[src/rtl/wave_gen_multi.sv]
// Multi-channel square/PWM/burst waveform generator with a word-addressed
// register port: {channel, reg[1:0]} selects CTRL, PERIOD, DUTY or BURST.
module wave_gen_multi #(
    parameter int NUM_CH = 2,
    parameter int CNT_W  = 16,
    localparam int ADDR_W = $clog2(NUM_CH) + 2
) (
    input  logic              clk_clk,
    input  logic              reset_reset_n,
    input  logic [ADDR_W-1:0] avs_address,
    input  logic              avs_write,
    input  logic [31:0]       avs_writedata,
    input  logic              avs_read,
    output logic [31:0]       avs_readdata,
    output logic [NUM_CH-1:0] out_wave,
    output logic              irq
);

    logic [ADDR_W-1:0] w_addr_ch;
    logic [31:0]       w_rd [NUM_CH];
    logic [31:0]       w_rd_mux;
    logic [NUM_CH-1:0] w_irq;
    logic [31:0]       r_readdata;
    logic              w_unused;

    assign w_addr_ch = avs_address >> 2;
    // Register fields do not use every data bit.
    assign w_unused  = ^avs_writedata;

    genvar gi;
    generate
        for (gi = 0; gi < NUM_CH; gi++) begin : g_ch
            logic             r_en;
            logic             r_en_prev;
            logic             r_irq_en;
            logic             r_done;
            logic             r_wave;
            logic [1:0]       r_mode;
            logic [CNT_W-1:0] r_per_sh;
            logic [CNT_W-1:0] r_duty_sh;
            logic [CNT_W-1:0] r_per_act;
            logic [CNT_W-1:0] r_duty_act;
            logic [CNT_W-1:0] r_cnt;
            logic [15:0]      r_burst_n;
            logic [15:0]      r_burst_cnt;

            logic w_sel;
            logic w_wr_ctrl;
            logic w_wr_per;
            logic w_wr_duty;
            logic w_wr_burst;
            logic w_burst_mode;
            logic w_square_mode;
            logic w_wrap;
            logic w_burst_last;

            assign w_sel         = (w_addr_ch == ADDR_W'(gi));
            assign w_wr_ctrl     = avs_write && w_sel && (avs_address[1:0] == 2'd0);
            assign w_wr_per      = avs_write && w_sel && (avs_address[1:0] == 2'd1);
            assign w_wr_duty     = avs_write && w_sel && (avs_address[1:0] == 2'd2);
            assign w_wr_burst    = avs_write && w_sel && (avs_address[1:0] == 2'd3);
            assign w_burst_mode  = (r_mode == 2'b10);
            assign w_square_mode = (r_mode == 2'b00);
            assign w_wrap        = (r_cnt == r_per_act - CNT_W'(1));
            assign w_burst_last  = (({1'b0, r_burst_cnt} + 17'd1) == {1'b0, r_burst_n});

            always_ff @(posedge clk_clk) begin
                if (!reset_reset_n) begin
                    r_en        <= 1'b0;
                    r_en_prev   <= 1'b0;
                    r_irq_en    <= 1'b0;
                    r_done      <= 1'b0;
                    r_wave      <= 1'b0;
                    r_mode      <= 2'b00;
                    r_per_sh    <= '0;
                    r_duty_sh   <= '0;
                    r_per_act   <= '0;
                    r_duty_act  <= '0;
                    r_cnt       <= '0;
                    r_burst_n   <= '0;
                    r_burst_cnt <= '0;
                end else begin
                    // W1C first so a hardware DONE set later in this block wins.
                    if (w_wr_burst && avs_writedata[31]) begin
                        r_done <= 1'b0;
                    end
                    r_en_prev <= r_en;

                    if (!r_en) begin
                        r_cnt      <= '0;
                        r_wave     <= 1'b0;
                        r_per_act  <= r_per_sh;
                        r_duty_act <= r_duty_sh;
                    end else if (!r_en_prev) begin
                        r_cnt       <= '0;
                        r_burst_cnt <= '0;
                        r_wave      <= 1'b0;
                        r_per_act   <= r_per_sh;
                        r_duty_act  <= r_duty_sh;
                        if (w_burst_mode && (r_burst_n == 16'd0)) begin
                            r_done    <= 1'b1;
                            r_en      <= 1'b0;
                            r_en_prev <= 1'b0;
                        end
                    end else if (r_per_act == '0) begin
                        // Zero period never wraps, so keep tracking the shadow.
                        r_cnt      <= '0;
                        r_wave     <= 1'b0;
                        r_per_act  <= r_per_sh;
                        r_duty_act <= r_duty_sh;
                    end else begin
                        r_cnt  <= w_wrap ? '0 : r_cnt + CNT_W'(1);
                        r_wave <= w_square_mode ? (r_wave ^ w_wrap) : (r_cnt < r_duty_act);
                        if (w_wrap) begin
                            r_per_act  <= r_per_sh;
                            r_duty_act <= r_duty_sh;
                            if (w_burst_mode) begin
                                if (w_burst_last) begin
                                    r_done    <= 1'b1;
                                    r_wave    <= 1'b0;
                                    r_en      <= 1'b0;
                                    // Forces a fresh start if software re-enables now.
                                    r_en_prev <= 1'b0;
                                end else begin
                                    r_burst_cnt <= r_burst_cnt + 16'd1;
                                end
                            end
                        end
                    end

                    // Software writes last so a same-cycle EN write beats the burst clear.
                    if (w_wr_ctrl) begin
                        r_en     <= avs_writedata[0];
                        r_mode   <= avs_writedata[2:1];
                        r_irq_en <= avs_writedata[3];
                    end
                    if (w_wr_per) begin
                        r_per_sh <= avs_writedata[CNT_W-1:0];
                    end
                    if (w_wr_duty) begin
                        r_duty_sh <= avs_writedata[CNT_W-1:0];
                    end
                    if (w_wr_burst) begin
                        r_burst_n <= avs_writedata[15:0];
                    end
                end
            end

            assign w_rd[gi] = (avs_address[1:0] == 2'd0) ? {28'd0, r_irq_en, r_mode, r_en} :
                              (avs_address[1:0] == 2'd1) ? 32'(r_per_sh) :
                              (avs_address[1:0] == 2'd2) ? 32'(r_duty_sh) :
                                                           {r_done, 15'd0, r_burst_n};
            assign out_wave[gi] = r_wave;
            assign w_irq[gi]    = r_done & r_irq_en;
        end
    endgenerate

    always_comb begin
        w_rd_mux = '0;
        for (int i = 0; i < NUM_CH; i++) begin
            if (w_addr_ch == ADDR_W'(i)) begin
                w_rd_mux = w_rd[i];
            end
        end
    end

    always_ff @(posedge clk_clk) begin
        if (!reset_reset_n) begin
            r_readdata <= '0;
        end else if (avs_read) begin
            r_readdata <= w_rd_mux;
        end
    end

    assign avs_readdata = r_readdata;
    assign irq          = |w_irq;

endmodule

[config.mk]
export PLATFORM = sky130hd
export DESIGN_NAME = wave_gen_multi
export DESIGN_NICKNAME = d
export VERILOG_FILES = /design/src/rtl/wave_gen_multi.sv
export SDC_FILE = /design/constraint.sdc
export NUM_CORES = 1
export LEC_CHECK = 0
export CAP_MARGIN = 20
export CELL_PAD_IN_SITES_DETAIL_PLACEMENT = 0
export CELL_PAD_IN_SITES_GLOBAL_PLACEMENT = 2
export CORE_MARGIN = 10
export CORE_UTILIZATION = 39
export DETAILED_ROUTE_END_ITERATION = 12
export DONT_BUFFER_PORTS = 1
export PLACE_DENSITY = 0.87
export SYNTH_ARGS = -nofsm -noshare
export SYNTH_HDL_FRONTEND = slang
export SYNTH_SLANG_ARGS = --single-unit
[constraint.sdc]
create_clock -name clk_clk -period 4.53 [get_ports clk_clk]
set_clock_uncertainty 0.1 [all_clocks]
set_input_delay 0.906 -clock clk_clk [delete_from_list [all_inputs] [get_ports clk_clk]]
set_output_delay 0.906 -clock clk_clk [all_outputs]
set_load 0.01 [all_outputs]
==> out/summary.txt, run 1 <==
EDFF count, synth = 0
Leakage = 5.57 nW
Setup slack after layout = 0.829 ns
Number of buffers created by CTS = 30
Critical path class = flop to flop
Critical-path cell list = ha_1, nand3_1, or4_1, xnor2_1, mux2i_1, nor3b_1, nor4bb_1, nor4b_1, o221a_2
Final Hold Fails = 0
Placer congestion estimate = 0.843
Grt total ovfl = 0
RSZ-0062 raised after global routing = no
Slowest stage delay, CP = 0.59 ns
Peak supply drop = 0.000310 V
Largest area contributor in the netlist = dfxtp_1
Crit-path slowest cell = or4_1
DRT Pass-1 Iters = 5
PostCTS Resize Cnt = 0
Die Footprint = 44100 µm²
Pre-CTS setup slack = 0.772 ns
Crit path required time = 4.94 ns
Clk sinks = 255
Final cell count without fillers = 2159
Finish-stage setup viols = 0
Slew Limit Fails = 0
Final ANT Viol Nets = 0
Crit path launch type = flop
Synth warnings = 0
Post-DP HPWL = 31300 µm
Cell Pwr Density = 326 nW/µm²
Yosys top cell area share = 36.2%
Total routed wirelength = 42700 µm
Setup TNS = 0 ns
Initial drt markers = 805
I/O pin count = 74
Post-CTS Hold Fix Bufs = 0
F_max = 270 MHz
Mapped cell area = 14100 µm²
Library cells used by synthesis = 82
Core area = 35600 µm²
Port Buf Inserts = 0
Clock Latency Late Sink = 0.57 ns
Routed vias = 12100
Synthesized area per cell = 8.14 µm²
Layout cells sized above 1 = 7.60%
#FFs+latches synth = 255
Post-synthesis cell count = 1732
# placed instances = 2106
Die Y = 210 µm
Max-cap violations = 0
Worst slew margin = 42.1%
TritonCTS clock tree = built
Hold Path Class = input pin to flop
Worst-path clk slew = 0.06 ns
Synth top area cells = dfxtp_1, nand2_1, mux2i_1, nor2_1, a21oi_1
Via density = 5.60
Initial antenna violation count = 1
Arr. time, crit path = 4.12 ns
Largest net degree at the start of global routing = 101
Final worst-path cycle share = 81.7%
Run status = complete, no violations
Final worst path period need = 3.70 ns
First-pass GRT wire length = 67000 µm
# rows = 69
Post-CTS Setup Inserts = 0
Final net count = 1752
Vias in the first global route = 11500
Design area = 15400 µm²
Die width = 210 µm
# diodes = 0
Seq/Total Area, Yosys = 36.2%
Per-cell routed wire length = 19.8 µm
Critical Path Sink Type = flop
Clk buf depth = 3
Initial Util = 39.6%
Clock Tree Root = clkbuf_16
Predominant post-synthesis flop cell = dfxtp_1
CP max FO = 8
Placed Area = 14400 µm²
Smallest hold slack = 0.330 ns
H-Tree Depth = 1
GRT Total Usage = 18.9%
Ys async rst share = 0%
DRC = 0
Slew at the pin with the worst max-slew slack = 0.866 ns
Area Growth Syn to Fin = 9.06%
## layout by cell type (no fill, tap or decap), drive strengths merged, types with 6 or more instances in the layout
cell type  count
nor2         192
nand2b        16
inv           67
conb          15
ha            36
and4           9
mux2i         93
or4           14
xor2          42
nand3b         7
and2          13
nand2        263
clkbuf        37
a221o         10
nor4          23
a21o          13
xnor2         54
or3           12
a31oi          6
nor3          48
nor2b         14
o211ai        17
clkinv         9
mux4          20
buf           26
a21oi        135
a211oi        24
dfxtp        255
or2            6
nor3b          7
nand4         29
o21ai         36
and3          13
nand3         45
## worst max-delay path: cells and delay by family (launching register included)
kind / cells / cell delay (ns)
flops: 1 / 0.44
simple gates: 5 / 2.04
compound gates: 1 / 0.28
fa+ha+maj: 1 / 0.34
mux: 1 / 0.27
xor+xnor: 1 / 0.16
## flip-flops by register name (all words and copies together), names as in the netlist
signal	count
g_ch.r_duty_sh	32
g_ch.r_mode	4
g_ch.r_en_prev	2
g_ch.r_en	2
g_ch.r_burst_n	32
g_ch.r_done	2
g_ch.r_per_sh	32
g_ch.r_irq_en	2
avs_readdata	17
g_ch.r_per_act	32
g_ch.r_cnt	32
g_ch.r_duty_act	32
g_ch.r_burst_cnt	32
g_ch.r_wave	2
## layout make-up
class,instances,area (µm²)
Fill cell,3598,20200
Multi-Input combinational cell,1298,8220
Sequential cell,255,5100
Clock buffer,37,848
Tap cell,461,577
Inverter,66,253
Timing Repair Buffer,26,211
Clock inverter,16,155
## path summary, 6_finish.rpt
path,startpoint,to,slack [ns],depth (start not counted)
max,g_ch[0].r_burst_cnt[0],g_ch[0].r_done,0.83,9
min,avs_read,avs_readdata[4],0.33,1
max reg2reg,g_ch[0].r_burst_cnt[0],g_ch[0].r_done,0.83,9
min reg2reg,g_ch[0].r_per_sh[1],g_ch[0].r_per_sh[1],0.38,2
## report_power, final
group	leakage, nW	total [W]	internal (W)	switching [W]
combinational	3.02	0.000247	0.0000997	0.000148
sequential	2.06	0.00233	0.00228	0.0000494
clock	0.489	0.00244	0.00144	0.00100
## metal layers
| layer | GRT usage [%] | vias up | share of wire (%) |
|---|---|---|---|
| li1 | - | 5940 | - |
| met1 | 24.5 | 5825 | 45 |
| met2 | 31.2 | 265 | 46 |
| met3 | 3.15 | 66 | 5.1 |
| met4 | 6.08 | 2 | 3.1 |
| met5 | 0 | - | 0.026 |
## logic make-up after synthesis
logic type      share of synthesized area, %
compound gates                          14.4
other cells                           0.0266
fa+ha+maj                               3.20
buf+inv                                 5.90
simple gates                            24.3
xor+xnor                                5.97
mux                                     9.96
flops                                   36.2
## stage by stage
stage          utilization (%)  power [W]
6_report                  43.2    0.00501
5_1_grt                   43.2    0.00518
4_1_cts                   43.2    0.00507
3_5_place_dp              40.4    0.00262
3_3_place_gp              40.4    0.00262
2_1_floorplan                -    0.00258
## synth_stat cells (11+ instances only)
| cell type | number |
|---|---|
| xnor2_1 | 54 |
| inv_1 | 65 |
| nand4_1 | 29 |
| a21oi_1 | 135 |
| clkbuf_1 | 82 |
| buf_2 | 16 |
| nand2b_1 | 16 |
| nand2_1 | 262 |
| nor2_1 | 192 |
| and3_1 | 13 |
| nor3_1 | 48 |
| nand3_1 | 45 |
| nor4_1 | 22 |
| a21o_1 | 13 |
| mux4_2 | 20 |
| a211oi_1 | 24 |
| nor2b_1 | 14 |
| and2_1 | 13 |
| mux2i_1 | 93 |
| o21ai_0 | 36 |
| or3_1 | 12 |
| xor2_1 | 42 |
| dfxtp_1 | 255 |
| buf_4 | 19 |
| ha_1 | 36 |
| o211ai_1 | 17 |
| or4_1 | 11 |
Note: power is estimated with default switching activity, not from simulation.
==> run 2: changes to the inputs <==
==> constraint.sdc (replaced) <==
create_clock -name clk_clk -period 3.67 [get_ports clk_clk]
set_clock_uncertainty 0.1 [all_clocks]
set_input_delay 0.734 -clock clk_clk [delete_from_list [all_inputs] [get_ports clk_clk]]
set_output_delay 0.734 -clock clk_clk [all_outputs]
set_load 0.01 [all_outputs]
==> run 2 against run 1 <==
- first-iteration DRC count rose by 2.7%
- critical path type unchanged
- largest power group unchanged
- maximum frequency rose by 6.8%
- sequential share of layout area fell by 0.93 points
- critical endpoint is now g_ch[1].r_burst_cnt[6]
- hold slack got worse by 0.16 ns
- clock power rose by 38%
- final cell count rose by 1.8%
- via count rose by 0.66%
==> out/summary.txt, run 2 (synthesis results as in run 1) <==
RSZ-0062 raised after global routing = no
Per-cell routed wire length = 19.7 µm
Worst-path clk slew = 0.06 ns
TritonCTS clock tree = built
R2R Setup Slk = 0.21 ns
Initial drt markers = 827
Final Hold Fails = 0
Initial Util = 39.6%
Final worst-path cycle share = 94.4%
Area Growth Syn to Fin = 12.2%
Core area = 35600 µm²
F_max = 289 MHz
Clock Latency Late Sink = 0.56 ns
Reg-to-reg endpoint = g_ch[1].r_burst_cnt[6]
Delay-heaviest family, CP = simple AND/OR/NAND/NOR gates
Port Buf Inserts = 0
Die Footprint = 44100 µm²
Arr. time, crit path = 3.81 ns
DRC = 0
Commonest non-fill, non-tap cell in the layout = nand2_1
Cell Pwr Density = 414 nW/µm²
Reg2reg path depth = 10
Hold Path Sink = avs_readdata[11]
Leakage = 5.84 nW
Slew Limit Fails = 0
Peak supply drop = 0.000352 V
# rows = 69
Largest net degree at the start of global routing = 81
Crit-path slowest cell = or4_1
DRT Pass-1 Iters = 5
Crit path launch type = flop
Most frequent cells in the layout = nand2_1, dfxtp_1, nor2_1, a21oi_1, mux2i_1
Critical-path cell list = ha_1, nand3_1, or4_1, a32o_1, nor4_1, nand4_1, o2111ai_4, buf_4, nor3_1, a221o_1
Clk sinks = 255
Clk buf depth = 3
Slew at the pin with the worst max-slew slack = 0.850 ns
Routed vias = 12200
Finish-stage setup viols = 0
Total routed wirelength = 43200 µm
Crit path required time = 4.01 ns
I/O pin count = 74
Critical path class = flop to flop
Final net count = 1790
Final ANT Viol Nets = 0
Worst Path Buf+Inv = 1
Slowest stage delay, CP = 0.56 ns
Number of buffers created by CTS = 30
Die Y = 210 µm
Run status = complete, no violations
Hold path startpoint = avs_read
Hold Path Class = input pin to flop
Reg-to-Reg Start = g_ch[1].r_burst_cnt[0]
Vias in the first global route = 11400
Layout cells sized above 1 = 9.74%
Initial antenna violation count = 0
GRT Total Usage = 18.8%
# diodes = 0
Worst slew margin = 42.9%
First-pass GRT wire length = 66900 µm
Max-cap violations = 0
Grt total ovfl = 0
Die width = 210 µm
Placer congestion estimate = 0.864
Via density = 5.54
Critical Path Sink Type = flop
Setup TNS = 0 ns
Post-DP HPWL = 31800 µm
Hold Path Stages = 1
Clock Tree Root = clkbuf_16
CP max FO = 13
Final worst path period need = 3.46 ns
H-Tree Depth = 1
Final core occ = 44.5%
[run 2: worst max-delay path by stage]
| stage | startpoint | end | slack (ns) | cells past startpoint |
|---|---|---|---|---|
| 2_1_floorplan | g_ch[1].r_per_act[0] | g_ch[1].r_burst_cnt[13] | 0.38 | 11 |
| 3_3_place_gp | g_ch[1].r_per_act[1] | g_ch[1].r_burst_cnt[0] | 0.04 | 11 |
| 3_5_place_dp | g_ch[1].r_per_act[0] | g_ch[1].r_burst_cnt[0] | 0.01 | 9 |
| 4_1_cts | g_ch[1].r_burst_cnt[0] | g_ch[1].r_burst_cnt[6] | 0.23 | 10 |
| 5_1_grt | g_ch[1].r_burst_cnt[0] | g_ch[1].r_burst_cnt[8] | 0.02 | 10 |
| 6_report | g_ch[1].r_burst_cnt[0] | g_ch[1].r_burst_cnt[6] | 0.21 | 10 |
[run 2: area by class of cell]
class,instances,area [µm²]
fillers,3491,19800
inverters,66,253
flip-flops and latches,255,5100
well taps,461,577
multi-input cells,1298,8240
clock inverters,14,253
repair buffers,64,522
clock buffers,39,866
[run 2: layer usage]
layer | routed length (µm) | GRT usage, %
met5 | 0 | 0
met4 | 1240 | 5.88
met3 | 2180 | 2.79
met2 | 19900 | 30.8
met1 | 19800 | 24.9
[run 2: through the flow]
stage	setup WS [ns]	hold slack, ns	cells	instance area, µm²	power, W
2_1_floorplan	0.379	0.345	1746	14100	0.00318
3_3_place_gp	0.0367	0.362	2143	14700	0.00324
3_5_place_dp	0.0141	0.368	2144	14700	0.00325
4_1_cts	0.233	0.147	2197	15800	0.00661
5_1_grt	0.0207	0.149	2197	15800	0.00674
6_report	0.206	0.168	2197	15800	0.00655
[run 2: timing repair]
| item | 4_1_cts | 5_1_grt |
|---|---|---|
| hold buffers | 0 | 0 |
| endpoints found under the hold margin | 0 | 0 |
| buffers inserted | 0 | 0 |
| resized for setup | 1 | 2 |
| endpoints found under the setup margin | 1 | 5 |
| cloned | 0 | 0 |
[run 2: where the power goes]
| part | internal, W | switching [W] | leakage (nW) |
|---|---|---|---|
| clock network | 0.00214 | 0.00122 | 0.543 |
| logic | 0.000129 | 0.000188 | 3.24 |
| registers | 0.00281 | 0.0000590 | 2.06 |
| total | 0.00508 | 0.00147 | 5.84 |
==> run 3: changes to the inputs <==
==> constraint.sdc (replaced) <==
create_clock -name clk_clk -period 3.3 [get_ports clk_clk]
set_clock_uncertainty 0.1 [all_clocks]
set_input_delay 0.66 -clock clk_clk [delete_from_list [all_inputs] [get_ports clk_clk]]
set_output_delay 0.66 -clock clk_clk [all_outputs]
set_load 0.01 [all_outputs]
==> run 3 against run 2 <==
- die area stayed put
- maximum frequency is 8.9% higher
- setup slack worse by 0.086 ns
- routed wire length is 1.3% higher
- combinational power is 14% higher
- final area is 0.59% higher
- via count hardly changed
- sequential power is 11% higher
- power is 9.0% higher
- hold slack worse by 0.081 ns
- final cell count is 0.50% higher
- critical path type unchanged
- highest routed layer unchanged
==> out/summary.txt, run 3 (synthesis results as in run 1) <==
Run status = complete, no violations
CP max FO = 8
Largest net degree at the start of global routing = 73
Total routed wirelength = 43800 µm
Final worst-path cycle share = 96.4%
Reg2reg path depth = 8
Placed Area = 14700 µm²
Post-CTS Hold Fix Bufs = 0
Leakage = 5.89 nW
Number of buffers created by CTS = 29
Commonest non-fill, non-tap cell in the layout = nand2_1
Critical Path Sink Type = flop
Die Footprint = 44100 µm²
DRT Pass-1 Iters = 5
H-Tree Depth = 1
Met3 GRT Util = 2.38%
Final net count = 1800
TritonCTS clock tree = built
Crit path required time = 3.66 ns
Finish-stage setup viols = 0
First-pass GRT wire length = 67900 µm
Die width = 210 µm
Slew at the pin with the worst max-slew slack = 0.875 ns
Design area = 15900 µm²
# diodes = 0
Via density = 5.52
Clk sinks = 255
Cell Pwr Density = 449 nW/µm²
Initial antenna violation count = 0
F_max = 314 MHz
Arr. time, crit path = 3.54 ns
Die Y = 210 µm
Layout fillers = 3551
Max-cap violations = 0
Final ANT Viol Nets = 0
Port Buf Inserts = 0
Global routing usage on met2 = 32.4%
Area Growth Syn to Fin = 12.8%
Post-DP HPWL = 32100 µm
Grt total ovfl = 0
Most frequent cells in the layout = nand2_1, dfxtp_1, nor2_1, a21oi_1, mux2i_1
Per-cell routed wire length = 19.8 µm
Hold Path Stages = 1
Peak supply drop = 0.000455 V
Clock Tree Root = clkbuf_16
Met1 Use GR = 25.6%
Crit path launch type = flop
Layout cells sized above 1 = 11.0%
I/O pin count = 74
Routed vias = 12200
RSZ-0062 raised after global routing = no
Grt peak-use layer = met2
# rows = 69
Clk buf depth = 3
Total chip power = 0.00714 W
Slew Limit Fails = 0
Worst slew margin = 41.2%
DRC = 0
Worst-path clk slew = 0.06 ns
Initial Util = 39.6%
Core area = 35600 µm²
Final Hold Fails = 0
Clock Latency Late Sink = 0.56 ns
Final worst path period need = 3.18 ns
Initial drt markers = 1117
Vias in the first global route = 11500
Placer congestion estimate = 0.881
Critical path class = flop to flop
Smallest hold slack = 0.0870 ns
Hold Path Class = input pin to flop
GRT Total Usage = 19.2%
run 3: cell types whose count changed in the layout (fill, tap and decap cells not counted), sizes merged:
cell	delta
clkbuf	+2
clkinv	+1
o221a	+1
clkinvlp	-1
bufinv	-2
buf	+10
run 3: path summary, 6_finish.rpt:
check	startpoint	slack (ns)	to
hold reg to reg	g_ch[0].r_duty_sh[5]	0.38	g_ch[0].r_duty_sh[5]
setup reg to reg	g_ch[1].r_per_act[1]	0.12	g_ch[1].r_burst_cnt[5]
setup / recovery	g_ch[1].r_per_act[1]	0.12	g_ch[1].r_burst_cnt[5]
hold / removal	avs_read	0.09	avs_readdata[15]
run 3: cell type report:
| cell class | count | area (µm²) | share of cell area (%) |
|---|---|---|---|
| sequential | 255 | 5110 | 32.2 |
| inverter | 66 | 253 | 1.59 |
| tap | 461 | 577 | 3.63 |
| timing repair buffer | 74 | 609 | 3.83 |
| clock buffer | 41 | 871 | 5.48 |
| clock inverter | 12 | 194 | 1.22 |
| multi-input combinational | 1299 | 8290 | 52.1 |
run 3: worst max-delay path, stage by stage, from the launching register on:
cell and delay, ns:
dfxtp_2 0.34, or4_4 0.55, or4_4 0.53, or3_1 0.33, and4b_4 0.22, nand2_4 0.08
o2111ai_4 0.18, o221a_4 0.37, a221o_1 0.36
run 3: layer usage:
layer | part of all wire, % | wire length (µm)
met3 | 3.7 | 1640
met2 | 47 | 20700
met4 | 2.0 | 890
met5 | 0 | 0
met1 | 47 | 20500
run 3: repair_timing:
action                     in CTS  in global routing
hold endpoints to repair        0                  0
pin swaps                       1                  8
resized for setup               2                 17
buffers inserted                0                  3
gates cloned                    1                  0
setup endpoints to repair       9                 95
run 3: metrics by stage:
step	utilization [%]	instances	TNS, ns	worst slack, ns
2_1_floorplan	-	1746	0	0.00858
3_3_place_gp	41.4	2151	-0.195	-0.0244
3_5_place_dp	41.4	2151	-0.277	-0.0431
4_1_cts	44.5	2205	0	0.00221
5_1_grt	44.7	2208	0	0.00955
6_report	44.7	2208	0	0.120
run 3: where the power goes:
group	total (W)	leakage (nW)	switching, W	internal, W
clock	0.00359	0.522	0.00137	0.00222
combinational	0.000361	3.30	0.000212	0.000149
sequential	0.00319	2.06	0.0000654	0.00313
